<file path="src/rtl/fpu_issue_queue.sv">
// Command FIFO and registered result slot around a combinational FPU.
// The FIFO head drives the FPU. Each pop captures the FPU output together with its opcode tag.
module fpu_issue_queue #(
  parameter int DEPTH = 4
) (
  input  logic                       i_w_clk,
  input  logic                       i_w_rst_n,
  input  logic                       i_w_cmd_valid,
  output logic                       o_w_cmd_ready,
  input  logic [31:0]                i_w_cmd_op1,
  input  logic [31:0]                i_w_cmd_op2,
  input  logic [2:0]                 i_w_cmd_opsel,
  output logic [31:0]                o_w_fpu_op1,
  output logic [31:0]                o_w_fpu_op2,
  output logic [2:0]                 o_w_fpu_opsel,
  input  logic [31:0]                i_w_fpu_out,
  output logic                       o_w_res_valid,
  input  logic                       i_w_res_ready,
  output logic [31:0]                o_w_res_data,
  output logic [2:0]                 o_w_res_opsel,
  output logic [$clog2(DEPTH):0]     o_w_count
);

  localparam int AW = $clog2(DEPTH);
  localparam int CW = AW + 1;
  localparam logic [CW-1:0] FULL_C = CW'(DEPTH);

  logic [66:0]   mem_r [DEPTH];
  logic [AW-1:0] wr_ptr_r;
  logic [AW-1:0] rd_ptr_r;
  logic [CW-1:0] count_r;
  logic          res_valid_r;
  logic [31:0]   res_data_r;
  logic [2:0]    res_opsel_r;

  logic          not_empty_s;
  logic          slot_free_s;
  logic          push_s;
  logic          pop_s;
  logic [66:0]   head_s;

  // Ready depends only on registered occupancy, so a pop at full never frees a slot in that cycle.
  assign not_empty_s   = (count_r != {CW{1'b0}});
  assign o_w_cmd_ready = i_w_rst_n & (count_r != FULL_C);
  assign slot_free_s   = ~res_valid_r | i_w_res_ready;
  assign push_s        = i_w_cmd_valid & o_w_cmd_ready;
  assign pop_s         = not_empty_s & slot_free_s;
  assign head_s        = mem_r[rd_ptr_r];

  // Present the head entry to the FPU, or all zeros when the queue is empty.
  always_comb begin
    o_w_fpu_op1   = 32'd0;
    o_w_fpu_op2   = 32'd0;
    o_w_fpu_opsel = 3'd0;
    if (not_empty_s) begin
      o_w_fpu_op1   = head_s[66:35];
      o_w_fpu_op2   = head_s[34:3];
      o_w_fpu_opsel = head_s[2:0];
    end else begin
      o_w_fpu_op1   = 32'd0;
      o_w_fpu_op2   = 32'd0;
      o_w_fpu_opsel = 3'd0;
    end
  end

  // Command storage. Stale contents are never visible because the FPU drive is gated by occupancy.
  always_ff @(posedge i_w_clk) begin
    if (push_s) begin
      mem_r[wr_ptr_r] <= {i_w_cmd_op1, i_w_cmd_op2, i_w_cmd_opsel};
    end
  end

  // Pointers and occupancy.
  always_ff @(posedge i_w_clk or negedge i_w_rst_n) begin
    if (!i_w_rst_n) begin
      wr_ptr_r <= {AW{1'b0}};
      rd_ptr_r <= {AW{1'b0}};
      count_r  <= {CW{1'b0}};
    end else begin
      if (push_s) begin
        wr_ptr_r <= wr_ptr_r + AW'(1);
      end
      if (pop_s) begin
        rd_ptr_r <= rd_ptr_r + AW'(1);
      end
      case ({push_s, pop_s})
        2'b10:   count_r <= count_r + CW'(1);
        2'b01:   count_r <= count_r - CW'(1);
        default: count_r <= count_r;
      endcase
    end
  end

  // Result slot. Data and tag hold after the handshake and change only on a pop.
  always_ff @(posedge i_w_clk or negedge i_w_rst_n) begin
    if (!i_w_rst_n) begin
      res_valid_r <= 1'b0;
      res_data_r  <= 32'd0;
      res_opsel_r <= 3'd0;
    end else if (pop_s) begin
      res_valid_r <= 1'b1;
      res_data_r  <= i_w_fpu_out;
      res_opsel_r <= head_s[2:0];
    end else if (i_w_res_ready) begin
      res_valid_r <= 1'b0;
    end
  end

  assign o_w_res_valid = res_valid_r;
  assign o_w_res_data  = res_data_r;
  assign o_w_res_opsel = res_opsel_r;
  assign o_w_count     = count_r;

endmodule

</file>
<file path="config.mk">
export PLATFORM = sky130hd
export DESIGN_NAME = fpu_issue_queue
export DESIGN_NICKNAME = d
export VERILOG_FILES = /design/src/rtl/fpu_issue_queue.sv
export SDC_FILE = /design/constraint.sdc
export NUM_CORES = 1
export LEC_CHECK = 0
export BUFFER_PORTS_ARGS = -buffer_cell sky130_fd_sc_hd__buf_2
export CORE_UTILIZATION = 42
export CTS_CLUSTER_DIAMETER = 30
export DETAILED_ROUTE_END_ITERATION = 6
export PLACE_DENSITY = 0.64
export SLEW_MARGIN = 25
export SYNTH_ARGS = -nofsm -noshare
export SYNTH_HDL_FRONTEND = slang
export SYNTH_SLANG_ARGS = --single-unit
</file>
<file path="constraint.sdc">
create_clock -name i_w_clk -period 7.99 [get_ports i_w_clk]
set_input_delay 0.3995 -clock i_w_clk [delete_from_list [all_inputs] [get_ports i_w_clk]]
set_output_delay 0.3995 -clock i_w_clk [all_outputs]
set_load 0.05 [all_outputs]
</file>
# Yosys cells after proc, flatten, opt, wreduce, memory -nomap -nowiden
# Memory sizes are Yosys's and may differ from the RTL's.
# Index checks and enable logic that the tools add are counted.
[totals]
register_bits = 43
latch_bits = 0
ramBits = 268
mem_bits_ro = 0
output_inout_bits = 107
wordCells = 30
memories = 1
[mem_list]
columns = ["name", "depth", "word_bits", "read_ports", "rd_clocked_by_memory_dff", "wr", "line", "source"]
rows = [
  ["mem_r", 4, 67, 1, 0, 1, "28", "logic [66:0] mem_r [DEPTH];"],
]
[classes]
addsub = 4
n_mul = 0
div = 0
n_lt_le_gt_ge = 0
n_eq_ne = 3
shift = 0
mux = 8
bitwise = 5
reduce_logical = 3
[op_table]
columns = ["operator", "n"]
rows = [
  ["$mux W32", 2],
  ["$pmux W3 S2", 1],
  ["$add A2 B1 Y2 const B", 2],
  ["$mux W1", 4],
  ["$reduce_bool A2 Y1", 2],
  ["$add A3 B1 Y3 const B", 1],
  ["$and A1 B1 Y1", 3],
  ["$mux W3", 1],
  ["$ne A3 B3 Y1 const B", 1],
  ["$reduce_bool A3 Y1", 1],
  ["$sub A3 B1 Y3 const B", 1],
  ["$eq A2 B1 Y1 const B", 1],
  ["$eq A2 B2 Y1 const B", 1],
  ["$not A1 Y1", 1],
  ["$or A1 B1 Y1", 1],
]

# Logic depth before layout (Yosys ltp)
[logic_depth]
ltp_word = 5
ltp_mapped = 10

# Worst setup path after synthesis
# No wires, ideal clock.
[synth_path]
kind = "register to register"
start = "register count_r[0] (netlist: o_w_count[0])"
end = "memory mem_r[0][0] (enable)"
arrival_time_ns = 2.695
slack_ns = 4.863
stages_incl_launch_ff = 3
n_path_buf = 0
path_cell_list = "dfrtp_1 o311a_1 and2_1"
[synth_between]
elab_chain_cells = 5
[synth_lines]
columns = ["item", "line", "source"]
rows = [
  ["from (decl)", "31", "logic [CW-1:0] count_r;"],
  ["from (signal assigned)", "78", "count_r <= {CW{1'b0}};"],
  ["from (signal assigned)", "87", "2'b10: count_r <= count_r + CW'(1);"],
  ["from (signal assigned)", "88", "2'b01: count_r <= count_r - CW'(1);"],
  ["$ne A3 B3 Y1", "44", "assign o_w_cmd_ready = i_w_rst_n & (count_r != FULL_C);"],
  ["$and A1 B1 Y1", "44", ""],
  ["$and A1 B1 Y1", "46", "assign push_s = i_w_cmd_valid & o_w_cmd_ready;"],
  ["$mux W1", "68", "if (push_s) begin"],
  ["$mux W1 (not written as such)", "69", "mem_r[wr_ptr_r] <= {i_w_cmd_op1, i_w_cmd_op2, i_w_cmd_opsel};"],
  ["to (decl)", "28", ""],
]
# No other way between the ends.

# Final worst setup path
[layout_path]
start = "register rd_ptr_r[0]"
end = "output o_w_fpu_op2[0]"
[layout_between]
elab_chain_cells = 2
[layout_lines]
columns = ["item", "line", "source"]
rows = [
  ["from (decl)", "30", "logic [AW-1:0] rd_ptr_r;"],
  ["from (signal assigned)", "77", "rd_ptr_r <= {AW{1'b0}};"],
  ["from (signal assigned)", "84", "rd_ptr_r <= rd_ptr_r + AW'(1);"],
  ["$mem_v2 Z4 W67", "n/a", ""],
  ["$mux W32", "55", "if (not_empty_s) begin"],
  ["to (decl)", "14", "output logic [31:0] o_w_fpu_op2,"],
]
# No other way between the ends.

==> summary.md <==
| Metric | Value |
|---|---|
| Max Freq | `275 MHz` |
| RSZ-0062 raised after global routing | `no` |
| Count of filler cells inserted in the layout | `2120` |
| First-pass GRT wire length | `36200 µm` |
| Vias in the first global route | `6746` |
| Fin nets | `903` |
| Initial DRT Pass Iterations | `6` |
| Row count | `61` |
| Sequential fraction of the synthesis area | `76.3%` |
| PD cells | `474 mW/mm²` |
| Status | `finished clean` |
| CTS clock-pin slew for the worst setup and hold paths | `0.05 ns` |
| Post-synth top cells | `268 x edfxtp_1, 68 x nor2b_1, 67 x mux4_2, 43 x dfrtp_1, 21 x mux2_4` |
| DR vias/cell | `5.01` |
| Worst-margin pin slew | `0.902 ns` |
| Syn nets | `649` |
| Fin crit period | `3.64 ns` |
| Worst-Skew Late Latency | `0.57 ns` |
| Max-cap viol count | `0` |
| Placed cells | `1108` |
| # IOs | `210` |
| Hold Path Class | `input port to register` |
| Final setup fails | `0` |
| Setup TNS | `0 ns` |
| CTS tree | `yes` |
| Leak Pwr | `5.85 nW` |
| Tot Pwr | `7.43 mW` |
| Initial Utilization | `42.9%` |
| Crit path DAT | `3.24 ns` |
| Top_reg_cell synth | `edfxtp_1` |
| Synth-to-Final Area Change | `31.1%` |
| Ys Warns | `0` |
| Worst relative slew slack | `39.9%` |
| Post-DP HPWL | `13600 µm` |
| First DRT Iteration DRCs | `283` |
| Cts bufs inserted | `60` |
| Layout Cells excl Fill | `1226` |
| Worst slack, placed | `4.84 ns` |
| Worst Path Max Fanout | `39` |
| Final count of hold timing violations | `0` |
| Postcts setup bufs | `0` |
| Syn Area/Cell | `22.1 µm²` |
| Core area | `0.0279 mm²` |
| Crit path required time | `7.59 ns` |
| Async set-reset flop share out of synthesis | `13.8%` |
| Clk sinks | `311` |
| Die area | `0.0291 mm²` |
| Crit Path Category | `register to primary output` |
| Cell taking the most area after synthesis | `edfxtp_1` |
| Die width | `171 µm` |
| Synth area leaders | `edfxtp_1 67%, mux4_2 13%, dfrtp_1 9.0%` |
| CTS root buffer | `clkbuf_16` |
| Layout Skew | `0.0239 ns` |
| Startpoint types | `register` |
| Die Y | `171 µm` |
| Area share of the largest cell type after synthesis | `67.3%` |
| RePlAce Congestion | `0.720` |
| Nature of the critical path endpoint | `primary output` |
| Most common cell in the netlist | `edfxtp_1` |
| Yosys reg bits | `311` |
| Final worst-path cycle share | `45.5%` |
| Via Count | `6139` |
| Distinct cell type count after synthesis | `23` |
| Routed WL per cell | `19.3 µm` |
| Post-route DRC violation count | `0` |
| H-tree lvl count | `2` |
| Routed Antenna Nets | `0` |
| Gr usage total | `16.4%` |
| Layout cells sized above 1 | `50.9%` |
| Mapped Area | `0.0120 mm²` |
| Peak supply drop | `0.287 mV` |
| Maximum number of pins on one net before global-route repair | `71` |
| Port bufs | `209` |
| WL final | `23700 µm` |
| Post-synth EDFFs | `268` |
| Total grt overflow | `0` |
| Mapped Cells | `540` |
| Setup WS post-layout | `4.35 ns` |
| CTS max path bufs | `3` |
| Max Slew Vio Count | `0` |
| Antenna violations before repair | `3` |
==> cells in the final DEF (no fill, tap or decap), types with 9 or more instances in the layout <==
cell        count
buf_2         209
bufinv_16      12
clkbuf_16      61
clkinv_2       13
clkinvlp_4      9
dfrtp_1        41
edfxtp_1      268
mux2_2         15
mux2_4         21
mux4_2         67
nor2b_1        67
==> power by group <==
group / internal (mW) / switching (mW) / total [mW]
clock network: 1.79 / 0.805 / 2.59
registers: 2.02 / 0.178 / 2.20
logic: 0.834 / 1.80 / 2.63
==> cells by family (layout without fill, tap and decap cells) <==
logic type / count (synthesis) / in the layout / share of synthesized area [%]
mux: 104 / 104 / 16.8
flops: 311 / 311 / 76.3
compound gates: 2 / 2 / 0.157
other cells: 0 / 2 / 0
buf+inv: 34 / 340 / 1.55
xor+xnor: 6 / 6 / 0.440
fa+ha+maj: 6 / 6 / 0.691
simple gates: 77 / 77 / 4.08
==> worst paths after layout <==
kind / start / end / slack, ns / cells past startpoint
setup / recovery: rd_ptr_r[0] / o_w_fpu_op2[0] / 4.35 / 4
max in group asynchronous: i_w_rst_n / rd_ptr_r[1] / 7.08 / 3
setup reg to reg: o_w_count[0] / o_w_count[2] / 5.13 / 10
hold reg to reg: o_w_res_data[22] / o_w_res_data[22] / 0.50 / 1
hold / removal: i_w_cmd_op1[24] / mem_r[1][59] / 0.04 / 1
min in group asynchronous: i_w_rst_n / o_w_res_opsel[1] / 0.46 / 3
==> per-stage QoR <==
step	utilization (%)	instance area, µm²	hold slack [ns]
final	56.2	15700	0.0416
after global routing	56.2	15700	0.0242
after CTS	56.1	15600	0.0198
after detailed placement	48.4	13500	0.492
after global placement	48.0	13400	0.487
after floorplan	-	12000	0.104
==> worst max-delay path, stage by stage (launching register included) <==
cell and delay (ns):
dfrtp_4 0.96, buf_4 0.67, mux4_2 0.59, nor2b_1 0.16
buf_2 0.26
==> repair_timing <==
action / in CTS / in global routing
resized for setup: 0 / 0
hold buffers: 1 / 0
hold endpoints to repair: 43 / 0
==> area by class of cell <==
class,count,area (µm²),share of cell area (%)
clock inverter,45,586,3.74
antenna,2,5.00,0.0319
clock buffer,69,1570,10.0
multi-input combinational,195,2660,17.0
sequential,311,9130,58.3
timing repair buffer,219,1220,7.76
tap,378,473,3.02
inverter,7,26.3,0.168
==> sequential cells by signal, summed over array words and instances, names as in the netlist <==
signal / flops
mem_r: 268
o_w_count: 3
o_w_res_data: 32
o_w_res_opsel: 3
o_w_res_valid: 1
rd_ptr_r: 2
wr_ptr_r: 2
==> per-layer routing <==
metal / vias up / wire length [µm] / track usage, %
met4: 4 / 411 / 5.60
met5: - / 31 / 0
met3: 43 / 2080 / 5.34
met2: 257 / 11800 / 28.2
met1: 3152 / 9360 / 19.3
li1: 2683 / - / -
Power figures use the tool's default switching activity.
